==> src/rtl/delay_meas_pkg.sv <==
// Shared types and defaults for the loop-delay measurement core.
package delay_meas_pkg;

    typedef enum logic [1:0] {
        IDLE = 2'd0,
        ARM  = 2'd1,
        WAIT = 2'd2,
        DONE = 2'd3
    } state_t;

    localparam int          CNT_W_DEF     = 16;
    localparam logic [15:0] MAX_COUNT_DEF = 16'd50000;
    localparam int          AVG_SHIFT     = 3;

endpackage

==> src/rtl/delay_meas_sync.sv <==
// Echo synchronizer: SYNC_STAGES-deep flop chain, async active-low reset.
module delay_meas_sync #(
    parameter int SYNC_STAGES = 2
) (
    input  logic clk,
    input  logic rst_n,
    input  logic echo_in,
    output logic echo_s
);

    logic [SYNC_STAGES-1:0] sync_pipe;

    always_ff @(posedge clk or negedge rst_n) begin
        if (!rst_n) sync_pipe <= '0;
        else        sync_pipe <= {sync_pipe[SYNC_STAGES-2:0], echo_in};
    end

    assign echo_s = sync_pipe[SYNC_STAGES-1];

endmodule

==> src/rtl/delay_meas_core.sv <==
// Launch/echo round-trip cycle counter with timeout.
// Optional DELAY_MEAS_AVG_EN: report the mean of 8 good samples instead of each one.
module delay_meas_core
    import delay_meas_pkg::*;
#(
    parameter int               CNT_W       = CNT_W_DEF,
    parameter logic [CNT_W-1:0] MAX_COUNT   = CNT_W'(MAX_COUNT_DEF),
    parameter int               SYNC_STAGES = 2
) (
    input  logic             clk,
    input  logic             rst_n,
    input  logic             ena,
    input  logic             start,
    input  logic             echo_in,
    output logic             launch_out,
    output logic             busy,
    output logic             done,
    output logic             timeout,
    output logic [CNT_W-1:0] result
);

    localparam logic [CNT_W-1:0] LAST = MAX_COUNT - CNT_W'(1);

    state_t           state;
    logic [CNT_W-1:0] cnt;
    logic [CNT_W-1:0] arm_cnt;
    logic             echo_s;

    delay_meas_sync #(.SYNC_STAGES(SYNC_STAGES)) u_sync (
        .clk    (clk),
        .rst_n  (rst_n),
        .echo_in(echo_in),
        .echo_s (echo_s)
    );

`ifdef DELAY_MEAS_AVG_EN
    logic [CNT_W+2:0]     acc;
    logic [CNT_W+2:0]     acc_nxt;
    logic [AVG_SHIFT-1:0] samp;

    always_comb acc_nxt = acc + {3'b000, cnt};
`endif

    always_ff @(posedge clk or negedge rst_n) begin
        if (!rst_n) begin
            state      <= IDLE;
            cnt        <= '0;
            arm_cnt    <= '0;
            launch_out <= 1'b0;
            busy       <= 1'b0;
            done       <= 1'b0;
            timeout    <= 1'b0;
            result     <= '0;
`ifdef DELAY_MEAS_AVG_EN
            acc        <= '0;
            samp       <= '0;
`endif
        end else begin
            done <= 1'b0;
            if (!ena) begin
                // abort without touching result/timeout
                state      <= IDLE;
                launch_out <= 1'b0;
                busy       <= 1'b0;
            end else begin
                case (state)
                    IDLE: if (start) begin
                        state   <= ARM;
                        busy    <= 1'b1;
                        arm_cnt <= '0;
                    end
                    ARM: begin
                        if (!echo_s) begin
                            state      <= WAIT;
                            launch_out <= 1'b1;
                            cnt        <= '0;
                        end else if (arm_cnt == LAST) begin
                            state   <= DONE;
                            busy    <= 1'b0;
                            done    <= 1'b1;
                            timeout <= 1'b1;
`ifdef DELAY_MEAS_AVG_EN
                            acc     <= '0;
                            samp    <= '0;
`endif
                        end else begin
                            arm_cnt <= arm_cnt + CNT_W'(1);
                        end
                    end
                    WAIT: begin
                        if (echo_s) begin
                            state      <= DONE;
                            busy       <= 1'b0;
                            launch_out <= 1'b0;
`ifdef DELAY_MEAS_AVG_EN
                            if (samp == '1) begin
                                result  <= acc_nxt[AVG_SHIFT +: CNT_W];
                                timeout <= 1'b0;
                                done    <= 1'b1;
                                acc     <= '0;
                                samp    <= '0;
                            end else begin
                                acc     <= acc_nxt;
                                samp    <= samp + 1'b1;
                            end
`else
                            result     <= cnt;
                            timeout    <= 1'b0;
                            done       <= 1'b1;
`endif
                        end else if (cnt == LAST) begin
                            state      <= DONE;
                            busy       <= 1'b0;
                            launch_out <= 1'b0;
                            result     <= MAX_COUNT;
                            timeout    <= 1'b1;
                            done       <= 1'b1;
`ifdef DELAY_MEAS_AVG_EN
                            acc        <= '0;
                            samp       <= '0;
`endif
                        end else begin
                            cnt <= cnt + CNT_W'(1);
                        end
                    end
                    DONE:    state <= IDLE;
                    default: state <= IDLE;
                endcase
            end
        end
    end

endmodule

==> config.mk <==
export PLATFORM = sky130hd
export DESIGN_NAME = delay_meas_core
export DESIGN_NICKNAME = d
export VERILOG_FILES = /design/src/rtl/delay_meas_pkg.sv /design/src/rtl/delay_meas_sync.sv /design/src/rtl/delay_meas_core.sv
export SDC_FILE = /design/constraint.sdc
export NUM_CORES = 1
export LEC_CHECK = 0
export BUFFER_PORTS_ARGS = -buffer_cell sky130_fd_sc_hd__buf_2
export CAP_MARGIN = 0
export CORE_AREA = 2 2 105 76
export CTS_CLUSTER_SIZE = 14
export DETAILED_ROUTE_END_ITERATION = 10
export DIE_AREA = 0 0 107 78
export GPL_TIMING_DRIVEN = 1
export PLACE_DENSITY = 0.56
export SYNTH_ARGS = -nofsm -noshare
export SYNTH_HDL_FRONTEND = slang
export SYNTH_HIERARCHICAL = 1
export SYNTH_SLANG_ARGS = --single-unit
==> constraint.sdc <==
create_clock -name clk -period 5.5 [get_ports clk]
set_clock_uncertainty 0.1 [all_clocks]
set_input_delay 0.55 -clock clk [delete_from_list [all_inputs] [get_ports clk]]
set_output_delay 0.55 -clock clk [all_outputs]
set_load 0.01 [all_outputs]
# After elaboration in Yosys (flattened, before gate mapping)
# Cells that the tools add are included.
# totals
reg_bits,56
latchBits,0
ramBits,0
romBits,0
input_bits,5
out_inout_bits,20
memories,0
# classes
add_sub_neg,2
n_mul,0
div_mod_pow,0
order_cmp,0
eq_ne,21
shifts,0
n_mux,38
bitwise_logic,0
reduce_logical,11
# op_table
operator,count
16-bit two-way mux,8
16-bit case mux with 2 select lines,2
"16-bit by 1-bit adder with 16-bit output, second input constant",2
"16-bit equality test, second input constant",2
5-bit AND reduction,4
1-bit two-way mux,17
2-bit two-way mux,6
"2-bit != test, second input constant",6
"3-bit != test, second input constant",3
3-bit AND reduction,3
2-bit case mux with 4 select lines,1
"3-bit by 2-bit != test with 1-bit output, second input constant",2
1-bit case mux with 2 select lines,3
2-bit nonzero test,3
"2-bit equality test, second input constant",2
"4-bit by 1-bit != test with 1-bit output, second input constant",1
"4-bit by 3-bit != test with 1-bit output, second input constant",1
"4-bit != test, second input constant",1
"3-bit by 1-bit != test with 1-bit output, second input constant",1
1-bit case mux with 3 select lines,1
"2-bit by 1-bit equality test with 1-bit output, second input constant",1
2-bit zero test,1
"2-bit by 1-bit != test with 1-bit output, second input constant",1

# Depth between registers and ports, before layout
# logic_depth
word_depth,5
mapped_depth,9

# By module
# Netlist, hierarchy kept.
# by_module_without_submodules
mod,n_inst,cells_per_inst,area_per_inst_um2,seq_area_each_um2
delay_meas_core,1,315,2821.5,1351.3
delay_meas_sync,1,2,50.0,50.0

# Least setup slack after synthesis
# No wires, ideal clock.
# synth_timing
kind,reg-to-reg
from,register arm_cnt[10]
to,register busy
setup_ps,78
arrival_ps,2044
t_required_ps,5322
path_slack_ps,3278
path_stages_with_launch,6
cell_sequence,dfrtp_1 > or4b_4 > nor4_4 > a21oi_2 > or4_1 > a21boi_1
# synth_between
elab_chain_cells,3
# synth_lines
element,line,text
from (decl),delay_meas_core.sv:26,logic [CNT_W-1:0] arm_cnt;
from (signal assigned),delay_meas_core.sv:87,arm_cnt <= arm_cnt + CNT_W'(1);
16-bit equality test,delay_meas_core.sv:77,end else if (arm_cnt == LAST) begin
3-bit != test (no source line),n/a,
5-bit AND reduction (no source line),n/a,
to (signal assigned),delay_meas_core.sv:69,busy <= 1'b1;
to (signal assigned),delay_meas_core.sv:79,busy <= 1'b0;
to (signal assigned),delay_meas_core.sv:93,busy <= 1'b0;
to (decl),delay_meas_core.sv:16,"output logic busy,"
# Every way passes these cells.
# A chain may end at the register's enable or synchronous reset.

# Worst setup path after layout
# layout_timing
from,register state[1]
to,register arm_cnt[5]
# layout_between
elab_chain_cells,3
word_cells_on_any_way,8
# layout_lines
element,line,text
from (decl),delay_meas_core.sv:24,state_t state;
from (signal assigned),delay_meas_core.sv:46,state <= IDLE;
from (signal assigned),delay_meas_core.sv:62,state <= IDLE;
from (signal assigned),delay_meas_core.sv:68,state <= ARM;
2-bit by 1-bit equality test with 1-bit output or 2-bit zero test (tied branches),delay_meas_core.sv:66,case (state)
2-bit != test (no source line) (tied with other cells),n/a,
5-bit AND reduction (no source line),n/a,
# Several ways; a longest one is shown, not always the timed one.

==> results.cfg <==
[run_status]
status = finished clean

[worst_setup_path]
slowest_delay_ns = 0.78
worstPathCellList = inv_1, ha_1, clkinv_1, o2111ai_1, a21o_1, o21ai_0, a21oi_1
critical_path_class = reg -> reg
critPathArrivalTime_ns = 3.05
end_kind = flop
start_kind = flop
worst_path_max_delay_cell = o2111ai_1
crit_required_ns = 5.64
path_delay_family = compound AO/OA/AOI/OAI gates
cp_max_fo = 16
path_buf_inv = 2

[floorplan]
fp.dieH_um = 78
fp.dieW_um = 107
core_area_sq_um = 7250
num_rows = 26
ios = 25
die_area_sq_um = 8350
start_util_pct = 39.6

[placed_design]
dp_hpwl_mm = 4.50
gp_congestion = 0.817
placed_cell_area_sq_um = 3080
io_buffers = 24

[detailed_routing]
vias_per_cell = 5.27
drtPass1Iterations = 4
drtAntennaViolNets = 0
vias = 2293
drc_errors = 0
routed_wirelength_mm = 6.41
drtIter0Drc = 101
wl_per_cell_um = 14.7

[synthesis]
synth_nets = 328
post_synth_num_cell_types = 44
yosys_warnings = 6
syn_area_per_cell_sq_um = 9.06
synthArstFlopShare_pct = 100
yosysTopAreaCellShare_pct = 48.8
ys_top_cells_by_count = 56 x dfrtp_1, 47 x nand2_1, 28 x nor2_1, 24 x o21ai_1
synth_edf_count = 0
synth_largest_area_cell = dfrtp_1
synthFlopType = dfrtp_1
yosysMostFrequentCell = dfrtp_1
synth.ff_latch_count = 56
ys_seq_area_share_pct = 48.8
synth_area_leaders = dfrtp_1 49%, nand2_1 6.1%, o21ai_1 4.2%, nor2_1 3.7%, a21oi_1 3.0%
synthesis.instances = 317
synth_area_sq_um = 2870

[grt]
gr-total-overflow = 0
met2_usage_pct = 22.5
grt_use_met3_pct = 3.36
grt_util_all_layers_pct = 16.6
antenna_found_initial = 0
use_met1_pct = 26.8
grt.busiest_layer = met1
grt_pass1_vias = 2159
grt_pass1_wl_mm = 11.1
grt_start_max_net_pins = 57

[clock_tree]
clk_latency_ns = 0.31
htree_levels = 2
cts_hold_buf = 0
cts_setup_buffers = 0
cts-root-buf = clkbuf_8
cts_buffer_depth = 2
cts-resized-gates = 0
cts_buffers = 5
clock-sinks = 56
clk_pin_slew_ns = 0.10
cts_tree = yes

[final_layout]
drive_gt1_share_pct = 13.1
seqCellArea_sq_um = 1400
fin_area_sq_um = 3170
postLayoutCoreUtil_pct = 43.7
antenna_cells = 0
nNetsFinal = 347
syn2layout_area_growth_pct = 10.3
multiInputGateArea_sq_um = 1390
nFillCells = 748

[timing]
max_slew_margin_pct = 38.6
post-route-min-period_ns = 2.91
final.setup.tns_ns = 0
min_period_over_period_pct = 52.8
worst_slew_pin_slew_ns = 0.916
finalHoldViolations = 0
fmax_mhz = 344
whs_ns = 0.241
rsz0062_at_grt = false
slew_violations = 0
setup_viol_count_final = 0

[run]
drv_cap = 0

[pwr]
switching_share_pct = 36.6
p_total_w = 0.00107
p_leak_nw = 1.35
p_int_w = 0.000680
seq_power_share_pct = 49.0
ir_drop_uv = 166
pwr-share-comb_pct = 29.8
power.share.clock_pct = 21.2
power_per_cell_area_nw_per_um2 = 339
power_switching_w = 0.000393

[min_path]
min_path_type = in -> reg
-- worst paths after layout --
check                                    start                   to  slack [ns]  cells past startpoint
setup reg to reg                      state[1]           arm_cnt[5]        2.59                      7
max in group asynchronous                rst_n               cnt[0]        4.56                      2
setup / recovery                      state[1]           arm_cnt[5]        2.59                      7
min in group asynchronous                rst_n           arm_cnt[5]        0.26                      2
hold / removal                         echo_in  u_sync/sync_pipe[0]        0.24                      1
hold reg to reg            u_sync/sync_pipe[0]  u_sync/sync_pipe[1]        0.26                      0
-- registers in the layout, summed over array words and instances, names as in the netlist --
register,count
cnt,16
done,1
state,2
result,16
timeout,1
launch_out,1
u_sync/sync_pipe,2
busy,1
arm_cnt,16
-- cells by family after synthesis --
| logic type | share of synthesized area (%) |
|---|---|
| muxes | 1.05 |
| and+or+nand+nor | 26.0 |
| DFF | 48.8 |
| xor gates and xnor gates | 3.05 |
| buffers and inverters | 3.05 |
| adders and majority gates | 2.61 |
| AOI/OAI and AO/OA | 15.5 |
-- per-layer routing --
| metal | part of all wire [%] | wire [um] |
|---|---|---|
| met4 | 0.76 | 49 |
| met5 | 0 | 0 |
| met1 | 56 | 3600 |
| met2 | 39 | 2510 |
| met3 | 3.9 | 248 |
-- through the flow --
step	instances	worst slack [ns]
after floorplan	317	3.28
after global placement	427	2.74
after detailed placement	427	2.60
after CTS	435	2.57
after global routing	435	2.29
final	435	2.59
-- worst register-to-register path, delay by kind of cell, from the launching register on --
| family | cells | cell delay, ns |
|---|---|---|
| buf+inv | 2 | 0.44 |
| fa+ha+maj | 1 | 0.34 |
| compound gates | 4 | 1.56 |
| flops | 1 | 0.41 |
-- power groups by stage --
stage | logic, W | clock network [W] | registers [W]
after floorplan | 0.000206 | 0 | 0.000541
after global placement | 0.000321 | 0 | 0.000533
after detailed placement | 0.000323 | 0 | 0.000535
after CTS | 0.000325 | 0.000239 | 0.000526
after global routing | 0.000365 | 0.000257 | 0.000536
final | 0.000320 | 0.000228 | 0.000525
-- final cells by class --
class                      instances  share of cell area [%]
sequential                        56                    44.2
multi-input combinational        238                    43.8
timing repair buffer              26                    4.27
tap                               98                    3.87
clock buffer                       5                    2.17
inverter                           9                    1.07
clock inverter                     3                   0.592
-- cell usage in the layout (no fill, tap or decap), drive strengths merged, types with 4 or more instances in the layout --
| cell | count |
|---|---|
| nand4 | 7 |
| o21ai | 41 |
| dfrtp | 56 |
| buf | 26 |
| a21oi | 18 |
| clkbuf | 5 |
| ha | 6 |
| nor2 | 28 |
| or3 | 10 |
| nand3 | 16 |
| nor3 | 9 |
| xor2 | 7 |
| inv | 8 |
| nand2 | 47 |
| clkinv | 4 |
Power figures use the tool's default switching activity.
